$ cat src/rtl/dct_block_serializer_if.sv
// Handshake bundle for dct_block_serializer:
// 8-lane column beats in, one serial sample per cycle out.
interface dct_block_serializer_if #(
  parameter int DATA_W = 12
);
  logic              i_valid;
  logic              o_in_ready;
  logic [DATA_W-1:0] i_data0;
  logic [DATA_W-1:0] i_data1;
  logic [DATA_W-1:0] i_data2;
  logic [DATA_W-1:0] i_data3;
  logic [DATA_W-1:0] i_data4;
  logic [DATA_W-1:0] i_data5;
  logic [DATA_W-1:0] i_data6;
  logic [DATA_W-1:0] i_data7;
  logic [DATA_W-1:0] o_data;
  logic              o_valid;
  logic              i_out_ready;
  logic              o_last;

  modport master (
    output i_valid, i_out_ready,
    output i_data0, i_data1, i_data2, i_data3,
    output i_data4, i_data5, i_data6, i_data7,
    input  o_in_ready, o_data, o_valid, o_last
  );

  modport slave (
    input  i_valid, i_out_ready,
    input  i_data0, i_data1, i_data2, i_data3,
    input  i_data4, i_data5, i_data6, i_data7,
    output o_in_ready, o_data, o_valid, o_last
  );
endinterface

$ cat src/rtl/dct_block_serializer.sv
// Ping-pong 8x8 block buffer: column beats in, serial samples out.
// Define DCT_ZIGZAG_EN for JPEG zigzag read order (default row-major).
module dct_block_serializer #(
  parameter int DATA_W = 12
) (
  input logic                  i_clk,
  input logic                  i_rst,
  dct_block_serializer_if.slave bus
);

  typedef enum logic [1:0] {
    EMPTY,
    FILL,
    FULL,
    DRAIN
  } bank_e;

  bank_e             st_q [2];
  bank_e             st_d [2];
  logic              wb_q;
  logic              rb_q;
  logic [2:0]        c_q;
  logic [5:0]        n_q;
  logic [DATA_W-1:0] mem_q [2][8][8];
  logic [DATA_W-1:0] lane [8];
  logic              in_rdy;
  logic              out_vld;
  logic              wr;
  logic              rd;
  logic [5:0]        pos;

  assign lane[0] = bus.i_data0;
  assign lane[1] = bus.i_data1;
  assign lane[2] = bus.i_data2;
  assign lane[3] = bus.i_data3;
  assign lane[4] = bus.i_data4;
  assign lane[5] = bus.i_data5;
  assign lane[6] = bus.i_data6;
  assign lane[7] = bus.i_data7;

  assign in_rdy  = (st_q[wb_q] == EMPTY)
                || (st_q[wb_q] == FILL);
  assign out_vld = (st_q[rb_q] == FULL)
                || (st_q[rb_q] == DRAIN);
  assign wr = bus.i_valid && in_rdy;
  assign rd = out_vld && bus.i_out_ready;

`ifdef DCT_ZIGZAG_EN
  // read index -> raster position (row*8+col)
  localparam logic [5:0] ZZ [64] = '{
    6'd0,  6'd1,  6'd8,  6'd16, 6'd9,  6'd2,  6'd3,  6'd10,
    6'd17, 6'd24, 6'd32, 6'd25, 6'd18, 6'd11, 6'd4,  6'd5,
    6'd12, 6'd19, 6'd26, 6'd33, 6'd40, 6'd48, 6'd41, 6'd34,
    6'd27, 6'd20, 6'd13, 6'd6,  6'd7,  6'd14, 6'd21, 6'd28,
    6'd35, 6'd42, 6'd49, 6'd56, 6'd57, 6'd50, 6'd43, 6'd36,
    6'd29, 6'd22, 6'd15, 6'd23, 6'd30, 6'd37, 6'd44, 6'd51,
    6'd58, 6'd59, 6'd52, 6'd45, 6'd38, 6'd31, 6'd39, 6'd46,
    6'd53, 6'd60, 6'd61, 6'd54, 6'd47, 6'd55, 6'd62, 6'd63
  };
  assign pos = ZZ[n_q];
`else
  assign pos = n_q;
`endif

  // write and read always target different banks
  always_comb begin
    st_d[0] = st_q[0];
    st_d[1] = st_q[1];
    if (wr) begin
      unique case (1'b1)
        (c_q == 3'd0): st_d[wb_q] = FILL;
        (c_q == 3'd7): st_d[wb_q] = FULL;
        default: ;
      endcase
    end
    if (rd) begin
      unique case (1'b1)
        (n_q == 6'd0):  st_d[rb_q] = DRAIN;
        (n_q == 6'd63): st_d[rb_q] = EMPTY;
        default: ;
      endcase
    end
  end

  always_ff @(posedge i_clk) begin
    if (!i_rst) begin
      st_q[0] <= EMPTY;
      st_q[1] <= EMPTY;
      wb_q    <= 1'b0;
      rb_q    <= 1'b0;
      c_q     <= 3'd0;
      n_q     <= 6'd0;
    end else begin
      st_q[0] <= st_d[0];
      st_q[1] <= st_d[1];
      wb_q    <= wb_q ^ (wr && (c_q == 3'd7));
      rb_q    <= rb_q ^ (rd && (n_q == 6'd63));
      c_q     <= c_q + {2'b0, wr};
      n_q     <= n_q + {5'b0, rd};
    end
  end

  always_ff @(posedge i_clk) begin
    if (wr) begin
      for (int r = 0; r < 8; r++) begin
        mem_q[wb_q][r][c_q] <= lane[r];
      end
    end
  end

  assign bus.o_in_ready = in_rdy;
  assign bus.o_valid    = out_vld;
  assign bus.o_last     = out_vld && (n_q == 6'd63);
  assign bus.o_data     = out_vld
                        ? mem_q[rb_q][pos[5:3]][pos[2:0]]
                        : '0;

endmodule

$ cat src/flat_wrapper.sv
// flat-port wrapper written by rule: the top's interface ports become plain ports
module dct_block_serializer_flat 
#(
  parameter int DATA_W = 12
)
  (i_clk, i_rst, bus_i_valid, bus_i_out_ready, bus_i_data0, bus_i_data1, bus_i_data2, bus_i_data3, bus_i_data4, bus_i_data5, bus_i_data6, bus_i_data7, bus_o_in_ready, bus_o_data, bus_o_valid, bus_o_last);
  dct_block_serializer_if #(.DATA_W(DATA_W)) bus_i ();
  input logic i_clk;
  input logic i_rst;
  input wire logic [$bits(bus_i.i_valid)-1:0] bus_i_valid;
  input wire logic [$bits(bus_i.i_out_ready)-1:0] bus_i_out_ready;
  input wire logic [$bits(bus_i.i_data0)-1:0] bus_i_data0;
  input wire logic [$bits(bus_i.i_data1)-1:0] bus_i_data1;
  input wire logic [$bits(bus_i.i_data2)-1:0] bus_i_data2;
  input wire logic [$bits(bus_i.i_data3)-1:0] bus_i_data3;
  input wire logic [$bits(bus_i.i_data4)-1:0] bus_i_data4;
  input wire logic [$bits(bus_i.i_data5)-1:0] bus_i_data5;
  input wire logic [$bits(bus_i.i_data6)-1:0] bus_i_data6;
  input wire logic [$bits(bus_i.i_data7)-1:0] bus_i_data7;
  output wire logic [$bits(bus_i.o_in_ready)-1:0] bus_o_in_ready;
  output wire logic [$bits(bus_i.o_data)-1:0] bus_o_data;
  output wire logic [$bits(bus_i.o_valid)-1:0] bus_o_valid;
  output wire logic [$bits(bus_i.o_last)-1:0] bus_o_last;
  assign bus_i.i_valid = bus_i_valid;
  assign bus_i.i_out_ready = bus_i_out_ready;
  assign bus_i.i_data0 = bus_i_data0;
  assign bus_i.i_data1 = bus_i_data1;
  assign bus_i.i_data2 = bus_i_data2;
  assign bus_i.i_data3 = bus_i_data3;
  assign bus_i.i_data4 = bus_i_data4;
  assign bus_i.i_data5 = bus_i_data5;
  assign bus_i.i_data6 = bus_i_data6;
  assign bus_i.i_data7 = bus_i_data7;
  assign bus_o_in_ready = bus_i.o_in_ready;
  assign bus_o_data = bus_i.o_data;
  assign bus_o_valid = bus_i.o_valid;
  assign bus_o_last = bus_i.o_last;
  dct_block_serializer #(.DATA_W(DATA_W)) u_core (.i_clk(i_clk), .i_rst(i_rst), .bus(bus_i));
endmodule
$ cat config.mk
export PLATFORM = sky130hd
export DESIGN_NAME = dct_block_serializer_flat
export DESIGN_NICKNAME = d
export VERILOG_FILES = /design/src/rtl/dct_block_serializer_if.sv /design/src/rtl/dct_block_serializer.sv /design/src/flat_wrapper.sv
export SDC_FILE = /design/constraint.sdc
export NUM_CORES = 1
export LEC_CHECK = 0
export CORE_UTILIZATION = 40
export DETAILED_ROUTE_END_ITERATION = 8
export DONT_BUFFER_PORTS = 1
export GPL_TIMING_DRIVEN = 0
export HOLD_SLACK_MARGIN = 0.1
export MAX_ROUTING_LAYER = met4
export PLACE_DENSITY = 0.61
export SLEW_MARGIN = 10
export SYNTH_ARGS = -nofsm -noshare
export SYNTH_HDL_FRONTEND = slang
export SYNTH_SLANG_ARGS = --single-unit
$ cat constraint.sdc
create_clock -name i_clk -period 22.2 [get_ports i_clk]
set_clock_uncertainty 0.05 [all_clocks]
set_input_delay 2.22 -clock i_clk [delete_from_list [all_inputs] [get_ports i_clk]]
set_output_delay 2.22 -clock i_clk [all_outputs]
set_load 0.02 [all_outputs]
Word level (Yosys, flattened, before mapping)

Memories as Yosys holds them, arrays and structs flattened. A register that Yosys moved wholly into a read port is not among the register bits.
Index checks and enable logic that the tools add are counted.

Add/sub/neg operators: 2
Multipliers: 0
Div/mod/pow operators: 0
$lt $le $gt $ge: 8
Eq/ne operators: 5
Shifts and indexed selects: 0
Muxes and demuxes: 26
Bitwise gates (word level): 18
Reduce and logical (&&, ||, !) cells: 13

Operator list:

| kind                                                      | count |
|---|---|
| binary-select mux 96 bit (select 3 bit)                   | 1 |
| two-way mux 96 bit                                        | 3 |
| two-way mux 12 bit                                        | 4 |
| binary-select mux 12 bit (select 3 bit)                   | 1 |
| demux 12 bit (select 3 bit)                               | 1 |
| one-hot mux 4 bit (2 select lines)                        | 2 |
| greater-or-equal comparator 4 bit (second input constant) | 3 |
| NOT 3 -> 4 bit                                            | 3 |
| logical AND 1 bit                                         | 8 |
| two-way mux 2 bit                                         | 4 |
| two-way mux 4 bit                                         | 2 |
| adder 6 x 1 -> 6 bit                                      | 1 |
| == test 6 bit (second input constant)                     | 1 |
| logical NOT 6 bit                                         | 1 |
| two-way mux 1 bit                                         | 6 |
| AND 2 bit                                                 | 2 |
| AND 4 bit                                                 | 1 |
| demux 2 bit (select 1 bit)                                | 2 |
| == test 2 bit (second input constant)                     | 2 |
| greater-or-equal comparator 2 bit (second input constant) | 2 |
| < comparator 2 x 1 -> 1 bit (second input constant)       | 2 |
| < comparator 4 x 1 -> 1 bit (second input constant)       | 1 |
| NOT 1 -> 2 bit                                            | 2 |
| NOT 2 bit                                                 | 2 |
| other kinds (11)                                          | 15 |

Flip-flop bits (word level): 11
Latch bits: 0
RAM bits: 1,540
Bits in read-only memories: 0
Bits of input ports: 100
Output and inout bits: 15
Word-level logic and storage cells: 78
Memories kept: 2

Memory list:

| name         | words | width | rd ports | clocked after Yosys merged registers in | write ports | line                       | source |
|---|---|---|---|---|---|---|---|
| u_core.mem_q | 2     | 768   | 1        | 1                                       | 1           | dct_block_serializer.sv:24 | `logic [DATA_W-1:0] mem_q [2][8][8];` |
| u_core.st_q  | 2     | 2     | 4        | 2                                       | 2           | dct_block_serializer.sv:18 | `bank_e st_q [2];` |

Logic depth before layout (Yosys ltp)

Depth after elaboration: 13
Gate-level depth with buffers: 12
Gate-level depth less buffers: 8

Worst setup path before layout

Ideal clock, no wire load.

Kind: in2reg
Start point: input bus_i_valid
End point: memory u_core.mem_q[0][156] (netlist bit) (enable)
Setup time: 0.821 ns
Arrival: 12.250 ns
Data required time: 21.329 ns
Slack: 9.080 ns
Stages on the path: 2
Buffers on the path: 0
Cells stage by stage: nand3_1 > nor4b_1

Longest elaborated chain between the ends: 3

RTL lines:

| what                                     | line                        | source |
|---|---|---|
| start: declaration                       | flat_wrapper.sv:10          | `input wire logic [$bits(bus_i.i_valid)-1:0] bus_i_valid;` |
| logical AND 1 bit                        | dct_block_serializer.sv:45  | `assign wr = bus.i_valid && in_rdy;` |
| two-way mux 1 bit                        | dct_block_serializer.sv:104 | `if (wr) begin` |
| two-way mux 96 bit (not written as such) | dct_block_serializer.sv:106 | `mem_q[wb_q][r][c_q] <= lane[r];` |
| end: declaration                         | dct_block_serializer.sv:24  |  |

Every way passes these cells.

Worst setup path after layout

Start point: register u_core.n_q[1]
End point: output bus_o_data[11]

Longest elaborated chain between the ends: 5

RTL lines:

| what                                                  | line                        | source |
|---|---|---|
| start: declaration                                    | dct_block_serializer.sv:23  | `logic [5:0] n_q;` |
| start signal: assignment                              | dct_block_serializer.sv:99  | `n_q <= n_q + {5'b0, rd};` |
| NOT 3 -> 4 bit (not written as such)                  | dct_block_serializer.sv:115 | `? mem_q[rb_q][pos[5:3]][pos[2:0]]` |
| binary-select mux 12 bit (select 3 bit)               | dct_block_serializer.sv:115 |  |
| two-way mux 12 bit (not written as such) (2 in a row) | dct_block_serializer.sv:115 |  |
| two-way mux 12 bit                                    | dct_block_serializer.sv:115 |  |
| end: declaration                                      | flat_wrapper.sv:21          | `output wire logic [$bits(bus_i.o_data)-1:0] bus_o_data;` |

Every way passes these cells. The select of a mux whose other input is x is not followed.

==> impl_metrics.ini <==
[outcome]
status = completed

[clock_network]
hold_buffers = 0
clockBufferDepth = 3
cts_max_level = 4
ctsResizeCount = 0
cts_sinks = 1551
cts_tree = done
post_cts_buffers = 0
cts_made_buffers = 157
cts_root_buf = clkbuf_16
insertion_delay_ns = 0.80
clk_pin_slew_ns = 0.06

[yosys]
synth_common_cells = edfxtp_1, mux4_2, mux2i_1
yosysMostFrequentCell = edfxtp_1
netlist.area_leader.share_pct = 77.2
synthCells = 2621
seq_area_frac_synth_pct = 77.7
ys_seq_elements = 1551
yosys_most_used_dff = edfxtp_1
yosys_warnings = 0
avgSynthCellArea_um2 = 22.8
syn-num-nets = 2725
synth.area.top_cells = edfxtp_1, mux4_2, mux2i_1
yosys.area.top_type = edfxtp_1
synth_area_mm2 = 0.0597
async_flop_share_pct = 0
synth.distinct_cells = 54
synth-edff-count = 1536

[sta]
drv_slew = 0
final.period_utilization_pct = 34.2
final-hold-violation-count = 0
relSlewSlack_pct = 4.88
fin_setup_tns_ns = 0
clock.fmax_ghz = 0.132
rsz0062_at_grt = false
setup_slack_ns = 14.60
hold_ws_ns = 0.555
final-setup-viol-count = 0
worst_slew_pin_slew_ns = 1.43
fin_crit_ns = 7.60

[floorplanning]
boundaryPins = 115
rows = 141
initial_utilization_pct = 40.4
die_h_um = 388
die_area_mm2 = 0.151
die_width_um = 388
core_area_mm2 = 0.148

[detailed_routing]
drc_errors = 0
wirelength_um = 179000
drtIter0Drc = 4189
drt_first_pass_iters = 6
wl_per_cell_um = 36.1
via_per_inst = 6.12
vias = 30400
ant_nets = 0

[critical_path]
path_buf_inv = 3
critPathRequiredTime_ns = 19.93
critPathMaxFanout = 10
setup.worst_path.end_class = output port
cp_slowest_stage_delay_ns = 1.11
crit_path_start_kind = flop
slowest_stage = clkbuf_1
cpLargestDelayFamily = buffers and inverters
crit_chain = clkbuf_1, nor4bb_1, buf_1, clkbuf_1, a22oi_1, nand4_1, nor3_1, o21ai_0
worst-setup-path-type = reg2out
crit_arrival_ns = 5.33
crit_top_cell = clkbuf_1

[finish]
drive_gt1_share_pct = 28.4
fin_nets = 3014
synthToLayoutAreaGrowth_pct = 15.4
fillers = 12000
final_util_pct = 46.6
final_cell_area_mm2 = 0.0690

[placement]
gp_congestion = 0.882
post_dp_cell_area_mm2 = 0.0637
port_buffers = 0
place_ws_ns = 15.60
dp_hpwl_um = 119000

[power]
p_leak_nw = 20.9
peakVddDrop_v = 0.0000787
power_density_mw_per_mm2 = 87.3

[grt]
grt_pass1_wl_um = 245000
grt_max_degree = 29
grt-ovfl-total = 0
grt_pass1_vias = 30700
grt_antenna_before_repair = 12
grt_usage_pct = 24.5

[worst_hold_path]
min_path_type = reg2reg

[job]
drv_cap = 0
==> sequential cells by signal, summed over array words and instances (netlist names), named ones only <==
register / cells
u_core.wb_q: 1
u_core.rb_q: 1
u_core.st_q: 2
u_core.n_q: 6
u_core.c_q: 3
u_core.mem_q: 1536
==> through the flow <==
| stage | total power (W) | cells |
|---|---|---|
| final | 0.00602 | 4969 |
| after global routing | 0.00615 | 4969 |
| after CTS | 0.00603 | 4967 |
| after detailed placement | 0.00339 | 4681 |
| after global placement | 0.00339 | 4551 |
| after floorplan | 0.00337 | 2621 |
==> layout make-up <==
class                   instances  area, um2  area share (%)
diodes                          2       5.00         0.00726
multi-input cells             920      12500            18.1
repair buffers                130       1480            2.14
flip-flops and latches       1551      46400            67.3
clock buffers                 185       4030            5.85
inverters                       6       22.5          0.0327
plain buffers                 144        943            1.37
clock inverters               101       1170            1.70
well taps                    1930       2410            3.50
==> power breakdown <==
| part | internal, W | switching (W) |
|---|---|---|
| registers | 0.00326 | 0.00000727 |
| logic | 0.0000295 | 0.0000369 |
| clock network | 0.00154 | 0.00115 |
==> worst reg2reg max path: stages (launching register included) <==
cell	delay [ns]
dfxtp_1	0.33
buf_6	0.12
buf_6	0.27
buf_6	0.31
mux2i_1	1.08
inv_1	0.75
and2_1	0.43
ha_1	0.23
and3_1	0.19
nand3_1	0.09
xnor2_1	0.07
and2_1	0.20
==> final timing paths <==
path	startpoint	depth (start not counted)	end	slack, ns
setup / recovery	u_core.n_q[1]	8	bus_o_data[11]	14.60
hold / removal	u_core.c_q[1]	2	u_core.c_q[1]	0.56
setup reg to reg	flop	11	u_core.n_q[5]	17.95
hold reg to reg	u_core.c_q[1]	2	u_core.c_q[1]	0.56
==> routing by layer <==
metal | routed length [um] | up-vias | global-route usage [%]
li1 | - | 11800 | -
met1 | 67400 | 16200 | 31.6
met2 | 85000 | 2051 | 37.7
met3 | 20400 | 324 | 6.32
met4 | 6310 | 0 | 8.69
met5 | 0 | - | -
==> logic make-up (layout without fill, tap and decap cells) <==
family                     after synthesis  count (layout)  synth area share [%]
DFF                                   1551            1551                  77.7
AOI/OAI and AO/OA                      192             192                  2.22
buffers and inverters                  150             566                  1.60
other                                    0               2                     0
and+or+nand+nor                        178             178                  1.53
adders and majority gates                4               4                0.0838
muxes                                  540             540                  16.8
xor gates and xnor gates                 6               6                0.0880
==> cells in the final DEF, fill, tap and decap left out, drive strengths merged, types with 22 or more instances in the layout <==
cell type	count
edfxtp	1536
mux4	365
buf	245
clkbuf	214
mux2i	161
clkinv	69
a22oi	52
nand3	37
nand2	32
nor2	31
o21ai	25
and2	23
a211oi	22
Note: power is estimated with default switching activity, not from simulation.
